### config.mk
export PLATFORM = sky130hd
export DESIGN_NAME = jtgng_rom_fetch_flat
export DESIGN_NICKNAME = d
export VERILOG_FILES = /design/src/rtl/jtgng_rom_fetch_if.sv /design/src/rtl/jtgng_rom_fetch.sv /design/src/flat_wrapper.sv
export SDC_FILE = /design/constraint.sdc
export NUM_CORES = 1
export LEC_CHECK = 0
export CORE_ASPECT_RATIO = 1.75
export CORE_MARGIN = 2
export CORE_UTILIZATION = 49
export DETAILED_ROUTE_END_ITERATION = 6
export MAX_ROUTING_LAYER = met4
export PLACE_DENSITY_LB_ADDON = 0.2
export SYNTH_ARGS = -nofsm -noshare
export SYNTH_HDL_FRONTEND = slang
export SYNTH_SLANG_ARGS = --single-unit
### constraint.sdc
create_clock -name clk -period 7.04 [get_ports clk]
set_input_delay 1.056 -clock clk [delete_from_list [all_inputs] [get_ports clk]]
set_output_delay 1.056 -clock clk [all_outputs]
set_load 0.01 [all_outputs]
### src/rtl/jtgng_rom_fetch_if.sv
// SDRAM read-port bundle between the ROM fetcher (master) and the SDRAM controller (slave).
// Latency: none, wires only.
// Backpressure: read_req is held until sdram_ack; data_rdy has no backpressure.
interface jtgng_rom_fetch_if;
  logic        read_req;
  logic [21:0] sdram_addr;
  logic        sdram_ack;
  logic        data_rdy;
  logic [31:0] data_read;
  logic        refresh_en;

  modport master (
    output read_req, sdram_addr, refresh_en,
    input  sdram_ack, data_rdy, data_read
  );

  modport slave (
    input  read_req, sdram_addr, refresh_en,
    output sdram_ack, data_rdy, data_read
  );
endinterface

### src/rtl/jtgng_rom_fetch.sv
// Three-slot ROM fetcher: per-slot one-word tagged cache, misses arbitrated onto one SDRAM read port.
// Latency: hit -> ok in 1 cycle; miss -> ok in 1 + ack wait + data wait + 2 cycles.
// Backpressure: read_req held until sdram_ack; one request outstanding; refresh only when nothing pends.
module jtgng_rom_fetch #(
  parameter int          AW           = 17,
  parameter logic [21:0] SLOT0_OFFSET = 22'h00_0000,
  parameter logic [21:0] SLOT1_OFFSET = 22'h08_0000,
  parameter logic [21:0] SLOT2_OFFSET = 22'h10_0000,
  parameter int          TIMEOUT      = 64
) (
  input  logic              clk,
  input  logic              rst,
  input  logic              downloading,
  input  logic              slot0_cs,
  input  logic [AW-1:0]     slot0_addr,
  output logic [31:0]       slot0_dout,
  output logic              slot0_ok,
  input  logic              slot1_cs,
  input  logic [AW-1:0]     slot1_addr,
  output logic [31:0]       slot1_dout,
  output logic              slot1_ok,
  input  logic              slot2_cs,
  input  logic [AW-1:0]     slot2_addr,
  output logic [31:0]       slot2_dout,
  output logic              slot2_ok,
  jtgng_rom_fetch_if.master sdram
);

  localparam int CW = $clog2(TIMEOUT + 1);

  typedef enum logic [1:0] {IDLE, REQ, WAIT, FILL} state_t;

  state_t state, state_nxt;

  logic [2:0]    cs;
  logic [AW-1:0] addr [3];
  logic [2:0]    hit;
  logic [2:0]    miss;
  logic [2:0]    ok_q;

  logic [2:0]    valid;
  logic [AW-1:0] tag  [3];
  logic [31:0]   data [3];

  logic [1:0]    win_idx;
  logic [21:0]   win_base;
  logic [AW-1:0] win_addr;

  logic          read_req_q, req_nxt;
  logic [21:0]   sdram_addr_q, addr_nxt;
  logic [CW-1:0] cnt, cnt_nxt;
  logic [1:0]    req_idx, idx_nxt;
  logic [AW-1:0] req_tag, tag_nxt;
  logic          fill_go;
  logic          refresh_q;

  assign cs      = {slot2_cs, slot1_cs, slot0_cs};
  assign addr[0] = slot0_addr;
  assign addr[1] = slot1_addr;
  assign addr[2] = slot2_addr;

  // Hit/miss per slot; a hit always compares against the pre-fill cache contents.
  always_comb begin
    hit  = '0;
    miss = '0;
    for (int i = 0; i < 3; i++) begin
      hit[i]  = cs[i] & valid[i] & (tag[i] == addr[i]);
      miss[i] = cs[i] & ~hit[i] & ~downloading;
    end
  end

  // Fixed priority slot0 > slot1 > slot2, picks the miss to request.
  always_comb begin
    win_idx  = 2'd0;
    win_base = SLOT0_OFFSET;
    win_addr = slot0_addr;
    if (miss[0]) begin
      win_idx  = 2'd0;
      win_base = SLOT0_OFFSET;
      win_addr = slot0_addr;
    end else if (miss[1]) begin
      win_idx  = 2'd1;
      win_base = SLOT1_OFFSET;
      win_addr = slot1_addr;
    end else if (miss[2]) begin
      win_idx  = 2'd2;
      win_base = SLOT2_OFFSET;
      win_addr = slot2_addr;
    end
  end

  // Next-state and request-register logic; downloading aborts everything back to IDLE.
  always_comb begin
    state_nxt = state;
    req_nxt   = read_req_q;
    addr_nxt  = sdram_addr_q;
    cnt_nxt   = cnt;
    idx_nxt   = req_idx;
    tag_nxt   = req_tag;
    fill_go   = 1'b0;
    if (downloading) begin
      state_nxt = IDLE;
      req_nxt   = 1'b0;
    end else begin
      case (state)
        IDLE: begin
          if (|miss) begin
            idx_nxt   = win_idx;
            tag_nxt   = win_addr;
            addr_nxt  = win_base + 22'(win_addr);
            req_nxt   = 1'b1;
            state_nxt = REQ;
          end
        end
        REQ: begin
          if (sdram.sdram_ack) begin
            req_nxt   = 1'b0;
            cnt_nxt   = '0;
            state_nxt = WAIT;
          end
        end
        WAIT: begin
          if (sdram.data_rdy) begin
            state_nxt = FILL;
          end else if (cnt == CW'(TIMEOUT - 1)) begin
            // Give up; the miss is still visible in IDLE and gets re-requested.
            state_nxt = IDLE;
          end else begin
            cnt_nxt = cnt + CW'(1);
          end
        end
        FILL: begin
          fill_go   = 1'b1;
          state_nxt = IDLE;
        end
        default: state_nxt = IDLE;
      endcase
    end
  end

  // FSM state register.
  always_ff @(posedge clk or posedge rst) begin
    if (rst) state <= IDLE;
    else     state <= state_nxt;
  end

  // Request tag, SDRAM request outputs, timeout counter and refresh permission.
  always_ff @(posedge clk or posedge rst) begin
    if (rst) begin
      read_req_q   <= 1'b0;
      sdram_addr_q <= '0;
      cnt          <= '0;
      req_idx      <= '0;
      req_tag      <= '0;
      refresh_q    <= 1'b0;
    end else begin
      read_req_q   <= req_nxt;
      sdram_addr_q <= addr_nxt;
      cnt          <= cnt_nxt;
      req_idx      <= idx_nxt;
      req_tag      <= tag_nxt;
      refresh_q    <= (state == IDLE) & ~|miss & ~downloading;
    end
  end

  // Cache fill from the latched tag, flush on download, registered ok flags.
  always_ff @(posedge clk or posedge rst) begin
    if (rst) begin
      valid <= '0;
      ok_q  <= '0;
      for (int i = 0; i < 3; i++) begin
        tag[i]  <= '0;
        data[i] <= '0;
      end
    end else begin
      ok_q <= hit & {3{~downloading}};
      for (int i = 0; i < 3; i++) begin
        if (downloading) begin
          valid[i] <= 1'b0;
        end else if (fill_go && (req_idx == 2'(i))) begin
          valid[i] <= 1'b1;
          tag[i]   <= req_tag;
          data[i]  <= sdram.data_read;
        end
      end
    end
  end

  assign sdram.read_req   = read_req_q;
  assign sdram.sdram_addr = sdram_addr_q;
  assign sdram.refresh_en = refresh_q;

  assign slot0_ok   = ok_q[0];
  assign slot1_ok   = ok_q[1];
  assign slot2_ok   = ok_q[2];
  assign slot0_dout = data[0];
  assign slot1_dout = data[1];
  assign slot2_dout = data[2];

endmodule

### src/flat_wrapper.sv
// flat-port wrapper written by rule: the top's interface ports become plain ports
module jtgng_rom_fetch_flat 
#(
  parameter int          AW           = 17,
  parameter logic [21:0] SLOT0_OFFSET = 22'h00_0000,
  parameter logic [21:0] SLOT1_OFFSET = 22'h08_0000,
  parameter logic [21:0] SLOT2_OFFSET = 22'h10_0000,
  parameter int          TIMEOUT      = 64
)
  (clk, rst, downloading, slot0_cs, slot0_addr, slot0_dout, slot0_ok, slot1_cs, slot1_addr, slot1_dout, slot1_ok, slot2_cs, slot2_addr, slot2_dout, slot2_ok, sdram_read_req, sdram_sdram_addr, sdram_refresh_en, sdram_sdram_ack, sdram_data_rdy, sdram_data_read);
  jtgng_rom_fetch_if sdram_i ();
  input  logic clk;
  input  logic rst;
  input  logic downloading;
  input  logic slot0_cs;
  input  logic [AW-1:0] slot0_addr;
  output logic [31:0] slot0_dout;
  output logic slot0_ok;
  input  logic slot1_cs;
  input  logic [AW-1:0] slot1_addr;
  output logic [31:0] slot1_dout;
  output logic slot1_ok;
  input  logic slot2_cs;
  input  logic [AW-1:0] slot2_addr;
  output logic [31:0] slot2_dout;
  output logic slot2_ok;
  output wire logic [$bits(sdram_i.read_req)-1:0] sdram_read_req;
  output wire logic [$bits(sdram_i.sdram_addr)-1:0] sdram_sdram_addr;
  output wire logic [$bits(sdram_i.refresh_en)-1:0] sdram_refresh_en;
  input wire logic [$bits(sdram_i.sdram_ack)-1:0] sdram_sdram_ack;
  input wire logic [$bits(sdram_i.data_rdy)-1:0] sdram_data_rdy;
  input wire logic [$bits(sdram_i.data_read)-1:0] sdram_data_read;
  assign sdram_read_req = sdram_i.read_req;
  assign sdram_sdram_addr = sdram_i.sdram_addr;
  assign sdram_refresh_en = sdram_i.refresh_en;
  assign sdram_i.sdram_ack = sdram_sdram_ack;
  assign sdram_i.data_rdy = sdram_data_rdy;
  assign sdram_i.data_read = sdram_data_read;
  jtgng_rom_fetch #(.AW(AW), .SLOT0_OFFSET(SLOT0_OFFSET), .SLOT1_OFFSET(SLOT1_OFFSET), .SLOT2_OFFSET(SLOT2_OFFSET), .TIMEOUT(TIMEOUT)) u_core (.clk(clk), .rst(rst), .downloading(downloading), .slot0_cs(slot0_cs), .slot0_addr(slot0_addr), .slot0_dout(slot0_dout), .slot0_ok(slot0_ok), .slot1_cs(slot1_cs), .slot1_addr(slot1_addr), .slot1_dout(slot1_dout), .slot1_ok(slot1_ok), .slot2_cs(slot2_cs), .slot2_addr(slot2_addr), .slot2_dout(slot2_dout), .slot2_ok(slot2_ok), .sdram(sdram_i));
endmodule
======== After elaboration in Yosys (flattened, before gate mapping) ========
Index checks and enable logic that the tools add are counted.
storage, ports and cells
  register bits ........................... 205
  input bits .............................. 91
  word-level logic and storage cells ...... 103
cells by class
  $add $sub $neg .......................... 2
  equal/unequal tests ..................... 15
  mux-type cells .......................... 31
  bitwise gates (word level) .............. 19
  reductions and logical operators ........ 19
operator list
  operator                                                         count
  17-bit == test                                                   3
  17-bit two-way mux                                               3
  22-bit two-way mux                                               2
  22-bit by 17-bit adder with 22-bit output                        1
  21-bit two-way mux                                               1
  7-bit two-way mux                                                3
  2-bit two-way mux                                                8
  1-bit bitwise AND                                                14
  7-bit case mux with 2 select lines                               1
  1-bit two-way mux                                                11
  3-bit AND reduction                                              3
  2-bit case mux with 4 select lines                               1
  2-bit nonzero test                                               4
  7-bit by 1-bit adder with 7-bit output, second input constant    1
  7-bit by 6-bit == test with 1-bit output, second input constant  1
  2-bit == test, second input constant                             3
  2-bit != test, second input constant                             3
  2-bit AND reduction                                              3
  5-bit AND reduction                                              1
  2-bit by 1-bit == test with 1-bit output, second input constant  2
  2-bit zero test                                                  2
  4-bit by 3-bit != test with 1-bit output, second input constant  1
  1-bit inverter                                                   4
  3-bit bitwise AND                                                1
  other kinds (7)                                                  9

======== Depth between registers and ports, before layout ========
Gate-level depths: netlist (run 1).
  word-level depth ........................ 9
  gate-level depth with buffers ........... 9

======== Worst setup path before layout (run 1) ========
No wires, ideal clock.
  path type ............................... in2reg
  start point ............................. input slot0_addr[15]
  end point ............................... register u_core.req_tag[2]
  setup time .............................. 0.127 ns
  arrival ................................. 2.357 ns
  data required time ...................... 6.913 ns
  slack ................................... 4.557 ns
  cell stages on the path ................. 8
  cells stage by stage .................... xor2_1 nor4_1 nand3_1 o211ai_4 a31oi_4 buf_4 nor2_1 a21oi_1
on the way
  word-level cells in the longest chain between the ends .. 7
  elaborated cells on any way between the ends .. 8
RTL lines
  element                              line                    RTL
  start: declaration                   flat_wrapper.sv:16      input logic [AW-1:0] slot0_addr;
  17-bit == test (*)                   jtgng_rom_fetch.sv:67   hit[i] = cs[i] & valid[i] & (tag[i] == addr[i]);
  1-bit bitwise AND (*)                jtgng_rom_fetch.sv:67
  1-bit inverter (*)                   jtgng_rom_fetch.sv:68   miss[i] = cs[i] & ~hit[i] & ~downloading;
  1-bit bitwise AND (*) (2 in series)  jtgng_rom_fetch.sv:68
  3-bit OR reduction                   jtgng_rom_fetch.sv:107  if (|miss) begin
  3-bit AND reduction (no line)        n/a
  end signal: assignment               jtgng_rom_fetch.sv:161  req_tag <= tag_nxt;
  end: declaration                     jtgng_rom_fetch.sv:53   logic [AW-1:0] req_tag, tag_nxt;
Mark *: on every way between the ends. The rest lies on a longest branch, timed or not.
A chain may end at the register's enable or synchronous reset.

======== Worst setup path in the final report (run 1) ========
  start point ............................. input slot0_addr[5]
  end point ............................... register u_core.read_req_q, in the netlist u_core.sdram.read_req
on the way
  word-level cells in the longest chain between the ends .. 8
RTL lines
  element                                             line                    RTL
  17-bit == test                                      jtgng_rom_fetch.sv:67
  1-bit bitwise AND                                   jtgng_rom_fetch.sv:67
  1-bit inverter                                      jtgng_rom_fetch.sv:68
  1-bit bitwise AND (2 in series)                     jtgng_rom_fetch.sv:68
  3-bit OR reduction                                  jtgng_rom_fetch.sv:107
  3-bit by 2-bit != test with 1-bit output (no line)  n/a
  3-bit AND reduction (no line)                       n/a
  end signal: assignment                              jtgng_rom_fetch.sv:157  read_req_q <= req_nxt;
  end: declaration                                    jtgng_rom_fetch.sv:49   logic read_req_q, req_nxt;
Every way passes these cells.

==> results_dict.tcl, run 1 <==
set metrics [dict create \
    max_freq_mhz 264 \
    postLayoutCoreUtil 0.676 \
    overflow 0 \
    post-route-drc-count 0 \
    io_pins 214 \
    num_vias 5603 \
    nets 886 \
    finalInstanceArea_sq_um 10700 \
    yosysSeqAreaShare 0.578 \
    die_w_um 100 \
    maxCapViolations 0 \
    synth_compound_area_frac 0.0614 \
    synth-simple-area-share 0.0636 \
    postSynthAreaPerCell_sq_um 13.4 \
    io_buffers 210 \
    rows 61 \
    fillers 1214 \
    synth_top_family_by_area "multiplexers" \
    routedWlPerCell_um 21.9 \
    critPathMaxFanout 22 \
    synth_ff_type "dfrtp_1" \
    synth-edff-count 0 \
    async_flop_share 1.00 \
    powerDensity_nw_per_um2 247 \
    drt-total-wl_um 21800 \
    peakVddDrop_mv 0.226 \
    yosys_warnings 0 \
    slew_headroom 0.311 \
    crit_arrival_ns 4.08 \
    setup_viol 0 \
    cts_sinks 183 \
    tightest_slew_ns 1.03 \
    placed_area_sq_um 10200 \
    netlist_area_sq_um 7930 \
    startpoint_type "input pin" \
    finalClockSkew_ns 0.0135 \
    ys_top_cells_by_area "dfrtp_1, mux2_2, xnor2_1, xor2_1, a21oi_1" \
    fin_crit_ns 3.79 \
    place.gp.congestion 0.866 \
    ys_ff_latch 183 \
    cts-root-buf "clkbuf_16" \
    ant_nets 0 \
    hold_buffers 0 \
    initial_core_util 0.499 \
    cts_resized 0 \
    final_cells 996 \
    synth_xor_xnor_area_share 0.0619 \
    fp.dieH_um 172 \
    placed_cells 964 \
    swShare 0.268 \
    syn2layout_area_growth_pct 35.4 \
    whs_ns 0.492 \
    yosys.area.top_type "dfrtp_1" \
    layout_setup_ws_ns 3.25 \
    cts_buffers 17 \
    core_area_sq_um 15900 \
    leakage_nw 4.89 \
    synth_fa_ha_area_frac 0.00158 \
    min_path_type "reg -> reg" \
    finalCritPeriodShare 0.538 \
    antenna_found_initial 0 \
    cts_buffer_depth 2 \
    num_antenna_cells 0 \
    grt_pass1_wl_um 33400 \
    synth.mux.area_fraction 0.210 \
    drive_gt1_frac 0.238 \
    cts.clk_slew.worst_paths_ns 0.07 \
    cp-end-kind "register" \
    grt_max_degree 101 \
    grt_pass1_vias 6280 \
    maxSlewViolCount 0 \
    grtUsageTotal 0.264 \
    synth_cell_types 43 \
    synth_top_area_frac 0.578 \
    hold_viol_final 0 \
    dp_slack_ns 2.96 \
    p_seq_frac 0.468 \
    syn_inst 590 \
    post_cts_buffers 0 \
    insertion_delay_ns 0.43 \
    cts_tree "done" \
    clkPwrFrac 0.356 \
    h-tree-depth 4 \
    post-dp-hpwl_um 15400 \
    p_int_mw 1.94 \
    p_switching_mw 0.712 \
    rsz0062_at_grt "false" \
    drtPass1Iterations 4 \
    critical_path_class "in -> reg" \
    status "finished clean" \
    fin_setup_tns_ns 0 \
    total_power_mw 2.65 \
    cp.required_ns 7.33 \
    drtIter0Drc 211 \
    dieArea_sq_um 17300 \
    combPwrFrac 0.177 \
    via_per_inst 5.63 \
]
state kept, by name, summed over array words and instances (netlist names):
signal	count
u_core.tag	51
u_core.slot0_dout	32
u_core.slot1_dout	32
u_core.slot2_dout	32
u_core.req_tag	16
u_core.cnt	7
u_core.ok_q	3
u_core.valid	3
u_core.sdram.sdram_addr	2
u_core.state	2
u_core.req_idx	1
u_core.sdram.read_req	1
u_core.sdram.refresh_en	1
per-layer routing:
metal | track usage | up-vias | routed length [um]
met5 | - | - | 0
met4 | 0.147 | 0 | 1240
li1 | - | 2492 | -
met1 | 0.269 | 2832 | 7540
met3 | 0.0707 | 62 | 1310
met2 | 0.456 | 217 | 11700
synth_stat cells, types with 2 or more instances:
cell / number
dfrtp_1: 183
mux2_2: 145
a21oi_1: 37
xnor2_1: 33
nor2_1: 28
xor2_1: 23
buf_2: 22
or3_1: 19
o211ai_1: 17
nand4_1: 11
nand2_1: 10
nor3_1: 7
buf_4: 5
nand3_1: 4
nor4_1: 4
and3_1: 3
clkbuf_1: 3
inv_1: 3
mux2_1: 3
nor2b_1: 3
a21bo_1: 2
a21o_1: 2
nor3_2: 2
o21ai_0: 2
path summary, 6_finish.rpt:
kind,startpoint,endpoint,slack [ns],cells past startpoint
max,slot0_addr[5],u_core.sdram.read_req,3.25,8
min,u_core.valid[1],u_core.valid[1],0.49,1
max reg2reg,u_core.tag[39],u_core.sdram.read_req,3.94,7
min reg2reg,u_core.valid[1],u_core.valid[1],0.49,1
max in group asynchronous,rst,u_core.slot1_dout[16],4.25,3
min in group asynchronous,rst,u_core.tag[39],1.21,2
cells in the final DEF, fill, tap and decap left out, types with 2 or more instances in the layout:
cell type        count
nor2b_1              3
clkinv_2             3
conb_1               3
nand2_1              9
inv_6                4
xnor2_1             33
nand4_1             11
mux2_2             145
mux2_1               3
and3_1               3
clkinv_4             3
o211ai_1            17
o21ai_0              2
bufinv_16            2
nor4_1               4
clkinvlp_4           3
nor3_2               3
clkdlybuf4s50_1    210
inv_1                2
clkbuf_16           17
nor2_1              28
a21oi_1             37
a21bo_1              2
dfrtp_1            183
nand3_1              4
or3_1               19
a21o_1               2
nor3_1               6
xor2_1              23
buf_4                4
cell type report:
type | instances | area, sq um | area share
clock buffers | 18 | 429 | 0.0400
multi-input cells | 374 | 3190 | 0.297
inverters | 4 | 20.0 | 0.00187
well taps | 189 | 236 | 0.0220
clock inverters | 14 | 150 | 0.0140
repair buffers | 214 | 2130 | 0.199
flip-flops and latches | 183 | 4580 | 0.427
kinds of logic (layout without fill, tap and decap cells):
kind of cell	after synthesis	count (layout)
multiplexers	148	148
AND/OR/NAND/NOR	95	95
other	1	3
buffers and inverters	35	250
flip-flops	183	183
adder cells (fa/ha/maj)	1	1
XOR/XNOR	56	56
AO/OA/AOI/OAI	71	71
critical path, stage by stage:
cell and delay, ns:
clkdlybuf4s50_1 0.45, xor2_1 0.16, nor4_1 0.64, nand3_1 0.28, o211ai_4 0.68, a31oi_4 0.40
a211oi_1 0.33, nor2_1 0.07
power by group through the flow:
stage               clock network (mW)  logic, mW  registers (mW)
floorplan                            0      0.180            1.27
global placement                     0      0.459            1.25
detailed placement                   0      0.470            1.26
CTS                              0.964      0.473            1.24
global route                      1.00      0.500            1.25
finish                           0.943      0.469            1.24
Power figures use the tool's default switching activity.
==> inputs of run 2 (changes only) <==
--- a/config.mk
+++ b/config.mk
@@ -7,7 +7,7 @@
 export LEC_CHECK = 0
 export CORE_ASPECT_RATIO = 1.75
 export CORE_MARGIN = 2
-export CORE_UTILIZATION = 49
+export CORE_UTILIZATION = 44
 export DETAILED_ROUTE_END_ITERATION = 6
 export MAX_ROUTING_LAYER = met4
 export PLACE_DENSITY_LB_ADDON = 0.2
==> constraint.sdc (replaced) <==
create_clock -name clk -period 3.47 [get_ports clk]
set_input_delay 0.5205 -clock clk [delete_from_list [all_inputs] [get_ports clk]]
set_output_delay 0.5205 -clock clk [all_outputs]
set_load 0.01 [all_outputs]
==> run 2 against run 1 <==
Compared with the run above:
- clock-buffer cell count grew 3
- combinational power up 110%
- critical endpoint is now u_core.req_tag[0]
- first-iteration DRC count shrank 15%
- register-to-register slack got worse by 2.8 ns
- utilization down 5.9 points
- die area is 11% higher
- wire length rose by 1.5%
- critical path type unchanged
- via count rose by 1.6%
- cell count grew 6.0%
- critical path depth grew 1
==> results_dict.tcl, run 2 (same netlist as run 1, synthesis figures left out) <==
set metrics [dict create \
    layout_commonest_cell "clkdlybuf4s50_1" \
    insertion_delay_ns 0.44 \
    routedWlPerCell_um 20.9 \
    rsz0062_at_grt "false" \
    crit_path_cell_trace "clkdlybuf4s50_1 > xnor2_1 > nand4_1 > nor3_1 > a21boi_1 > o21ai_4 > buf_4 > a21oi_1 > a21oi_1" \
    cts.clk_slew.worst_paths_ns 0.07 \
    slew_headroom 0.349 \
    io_pins 214 \
    regMostFlops "u_core.tag" \
    drt-total-wl_um 22100 \
    grt_max_degree 52 \
    antenna_found_initial 0 \
    multi_input_area_sq_um 3190 \
    grtUsageTotal 0.248 \
    largest_reg_flops 51 \
    cts_resized 0 \
    placed_area_sq_um 10400 \
    num_vias 5692 \
    drtPass1Iterations 5 \
    min_path_type "reg -> reg" \
    dp_slack_ns 0.546 \
    io_buffers 210 \
    max_freq_mhz 396 \
    drive_gt1_frac 0.251 \
    powerDensity_nw_per_um2 499 \
    seq_area_sq_um 4580 \
    peakVddDrop_mv 0.463 \
    dieArea_sq_um 19200 \
    initial_core_util 0.445 \
    cts_buffers 17 \
    total_power_mw 5.49 \
    fp.dieH_um 182 \
    maxCapViolations 0 \
    finalCritPeriodShare 0.729 \
    num_antenna_cells 0 \
    setup_viol 0 \
    nets 901 \
    grt_pass1_wl_um 34800 \
    min_to "u_core.valid[1]" \
    fillers 1376 \
    maxSlewViolCount 0 \
    critPathMaxFanout 16 \
    finalInstanceArea_sq_um 11000 \
    overflow 0 \
    cts_buffer_depth 2 \
    crit_arrival_ns 2.88 \
    startpoint_type "input pin" \
    whs_path_depth 1 \
    final_cell_mix "clkdlybuf4s50_1, dfrtp_1, mux2_2, a21oi_1, xnor2_1" \
    post-route-drc-count 0 \
    ff2ff_setup_slack_ns 1.12 \
    fin_crit_ns 2.53 \
    leakage_nw 4.98 \
    critical_path.reg2reg.startpoint "u_core.tag[11]" \
    crit_buf_inv 2 \
    hold_buffers 0 \
    critical_path_class "in -> reg" \
    cp-end-kind "register" \
    h-tree-depth 4 \
    syn2layout_area_growth_pct 38.6 \
    place.gp.congestion 0.889 \
    layout_setup_ws_ns 0.942 \
    grt_pass1_vias 6312 \
    tightest_slew_ns 0.975 \
    core_area_sq_um 17800 \
    die_w_um 105 \
    cts-root-buf "clkbuf_16" \
    cp.required_ns 3.82 \
    cts_tree "done" \
    slowest_delay_ns 0.47 \
    cts_sinks 183 \
    hp-start "u_core.valid[1]" \
    post_cts_buffers 0 \
    hold_viol_final 0 \
    drtIter0Drc 180 \
    status "finished clean" \
    crit_family "compound AO/OA/AOI/OAI gates" \
    finalClockSkew_ns 0.00912 \
    rows 65 \
    critPathSlowestCell "clkdlybuf4s50_1" \
    ant_nets 0 \
    via_per_inst 5.39 \
    r2r-end "u_core.req_tag[0]" \
    post-dp-hpwl_um 16000 \
    r2r_cells 8 \
    fin_setup_tns_ns 0 \
    crit_top_cell "a21oi_1" \
]
run 2: cell types whose count changed in the layout (fill, tap and decap cells not counted), sizes merged:
cell      before  now
clkinv         6    3
bufinv         2    3
inv            7    4
buf            4   19
clkinvlp       3    5
clkbuf        18   21
run 2: through the flow:
step | instances | hold slack [ns] | util
final | 1056 | 0.489 | 0.617
after global routing | 1056 | 0.503 | 0.617
after CTS | 1056 | 0.492 | 0.617
after detailed placement | 1024 | 0.475 | 0.583
after global placement | 1024 | 0.464 | 0.583
after floorplan | 592 | 0.453 | -
run 2: worst max-delay path by stage:
stage                   start            endpoint  cells past startpoint
2_1_floorplan             rst       u_core.cnt[0]                      1
3_3_place_gp   slot0_addr[12]  u_core.req_tag[10]                     10
3_5_place_dp   slot2_addr[11]   u_core.req_tag[0]                      9
4_1_cts        slot0_addr[12]  u_core.req_tag[10]                     10
5_1_grt        slot0_addr[16]     u_core.state[0]                      9
6_report       slot2_addr[11]   u_core.req_tag[0]                      9
run 2: layer usage:
metal | up-vias | routed length, um | track usage
li1 | 2530 | - | -
met5 | - | 0 | -
met2 | 246 | 11500 | 0.419
met3 | 78 | 1380 | 0.0675
met1 | 2838 | 7920 | 0.254
met4 | 0 | 1280 | 0.147
run 2: final cells by class:
cell class	count	share of cell area
flip-flops and latches	183	0.417
multi-input cells	374	0.290
repair buffers	229	0.210
clock buffers	21	0.0419
well taps	234	0.0266
clock inverters	11	0.0134
inverters	4	0.00171
run 2: worst reg2reg max path, cell delays in order (launching register included):
cell and delay [ns]:
dfrtp_1 0.38, xnor2_1 0.38, nand4_1 0.15, nor3_1 0.35, a21boi_1 0.25, o21ai_4 0.21, buf_4 0.26, a21oi_1 0.10
a21oi_1 0.19
run 2: power by group:
part	switching [mW]	internal, mW
combinational	0.428	0.552
clock	0.822	1.17
sequential	0.179	2.34
total	1.43	4.06
==> inputs of run 3 (changes only) <==
==> constraint.sdc (replaced) <==
create_clock -name clk -period 2.21 [get_ports clk]
set_input_delay 0.3315 -clock clk [delete_from_list [all_inputs] [get_ports clk]]
set_output_delay 0.3315 -clock clk [all_outputs]
set_load 0.01 [all_outputs]
==> run 3 against run 2 <==
Compared with the run above:
- sequential power increased by 57%
- combinational power increased by 66%
- largest power group unchanged
- largest cell class unchanged
- critical endpoint is now u_core.req_tag[12]
- sequential cell count unchanged
- hold slack got worse by 0.074 ns
- sequential share of layout area decreased by 1.4 points
- non-clock buffer count increased by 41
- register-to-register slack got worse by 1.1 ns
==> results_dict.tcl, run 3 (same netlist as run 1, synthesis figures left out) <==
set metrics [dict create \
    io_pins 214 \
    dp_slack_ns -0.467 \
    place.gp.congestion 0.898 \
    num_vias 5841 \
    slew_headroom 0.602 \
    post-route-drc-count 0 \
    peakVddDrop_mv 0.569 \
    fin_crit_ns 2.15 \
    cts_buffers 17 \
    initial_core_util 0.445 \
    rows 65 \
    insertion_delay_ns 0.42 \
    routedWlPerCell_um 20.4 \
    final_cells 1094 \
    nets 942 \
    cp.required_ns 2.50 \
    final_cell_mix "clkdlybuf4s50_1, dfrtp_1, mux2_2, buf_4, a21oi_1" \
    dieArea_sq_um 19200 \
    crit_path_cell_trace "clkdlybuf4s50_1 > xor2_1 > nor4_1 > nand3_2 > o211ai_4 > buf_4 > a31oi_4 > buf_12 > nor2_1 > a21oi_1" \
    drive_gt1_frac 0.297 \
    placed_cells 1064 \
    tightest_slew_ns 0.593 \
    status "finished clean" \
    fillers 1390 \
    finalClockSkew_ns 0.0120 \
    maxSlewViolCount 0 \
    drt-total-wl_um 22300 \
    cts_sinks 183 \
    placed_area_sq_um 10700 \
    finalCritPeriodShare 0.972 \
    slowest_delay_ns 0.48 \
    crit_arrival_ns 2.43 \
    startpoint_type "input pin" \
    grtUsageTotal 0.246 \
    max_freq_mhz 466 \
    io_buffers 210 \
    critical_path_class "in -> reg" \
    antenna_found_initial 0 \
    num_antenna_cells 0 \
    cts.clk_slew.worst_paths_ns 0.06 \
    setup_viol 0 \
    critPathMaxFanout 15 \
    fp.dieH_um 182 \
    powerDensity_nw_per_um2 749 \
    cts-root-buf "clkbuf_16" \
    layout_commonest_cell "clkdlybuf4s50_1" \
    leakage_nw 5.19 \
    layout_setup_ws_ns 0.0620 \
    grt_pass1_vias 6403 \
    drtPass1Iterations 4 \
    syn2layout_area_growth_pct 43.3 \
    post-dp-hpwl_um 16300 \
    crit_family "buffers and inverters" \
    grt_max_degree 99 \
    cp-end-kind "register" \
    largest_reg_flops 51 \
    crit_buf_inv 3 \
    core_area_sq_um 17800 \
    ant_nets 0 \
    finalInstanceArea_sq_um 11400 \
    cts_tree "done" \
    via_per_inst 5.34 \
    min_path_type "in -> async" \
    regMostFlops "u_core.tag" \
    hold_viol_final 0 \
    drtIter0Drc 220 \
    overflow 0 \
    critPathSlowestCell "clkdlybuf4s50_1" \
    cts_buffer_depth 2 \
    grt_pass1_wl_um 34900 \
    maxCapViolations 0 \
    h-tree-depth 4 \
    die_w_um 105 \
]
-- run 3: changes by cell type in the layout (fill, tap and decap cells not counted), moves of 2 or more --
cell      delta
buf_4       +37
buf_12       +3
clkinv_2     -2
nor3_1       -2
nor3_2       +2
nor4_1       -2
nor4_2       +2
xnor2_1      -2
xnor2_2      +2
-- run 3: path summary, 6_finish.rpt --
check | start | end | slack [ns] | cells past startpoint
hold reg to reg | u_core.valid[1] | u_core.valid[1] | 0.48 | 1
max in group asynchronous | rst | u_core.slot0_dout[2] | 1.32 | 3
setup / recovery | slot0_addr[15] | u_core.req_tag[12] | 0.06 | 10
min in group clk | u_core.valid[1] | u_core.valid[1] | 0.48 | 1
setup reg to reg | u_core.tag[49] | u_core.req_tag[12] | 0.07 | 9
hold / removal | rst | u_core.tag[3] | 0.42 | 3
-- run 3: area by class of cell --
cell class | count | area [sq um] | area share
clock inverters | 7 | 98.8 | 0.00870
multi-input cells | 374 | 3250 | 0.286
repair buffers | 270 | 2660 | 0.234
flip-flops and latches | 183 | 4580 | 0.403
inverters | 4 | 18.8 | 0.00165
clock buffers | 22 | 464 | 0.0408
well taps | 234 | 293 | 0.0258
-- run 3: tightest hold or removal path, delay by kind of cell --
| family | cells | cell delay, ns |
|---|---|---|
| buffers and inverters | 3 | 0.95 |
-- run 3: routing by layer --
metal  routed length, um  global-route usage
met1                7900               0.257
met2               11800               0.425
met3                1270              0.0535
met4                1260               0.138
met5                   0                   -
-- run 3: metrics by stage --
| step | utilization | hold WS [ns] | power, mW | TNS, ns |
|---|---|---|---|---|
| after global routing | 0.638 | 0.465 | 8.85 | -0.0496 |
| after detailed placement | 0.602 | 0.470 | 5.62 | -17.38 |
| after global placement | 0.602 | 0.467 | 5.56 | -15.97 |
| after CTS | 0.634 | 0.445 | 8.58 | 0 |
| final | 0.638 | 0.415 | 8.51 | 0 |
| after floorplan | - | 0.453 | 4.61 | -86.39 |
-- run 3: power breakdown --
part,internal [mW],switching (mW),total [mW]
registers,3.67,0.278,3.95
logic,0.933,0.693,1.63
clock network,1.71,1.23,2.94
total,6.31,2.20,8.51
-- run 3: repair_timing --
| item | in CTS | in global routing |
|---|---|---|
| hold buffers | 0 | 0 |
| resized for setup | 1 | 13 |
| endpoints found under the setup margin | 11 | 19 |
| buffers inserted | 1 | 0 |
| pin swaps | 2 | 4 |
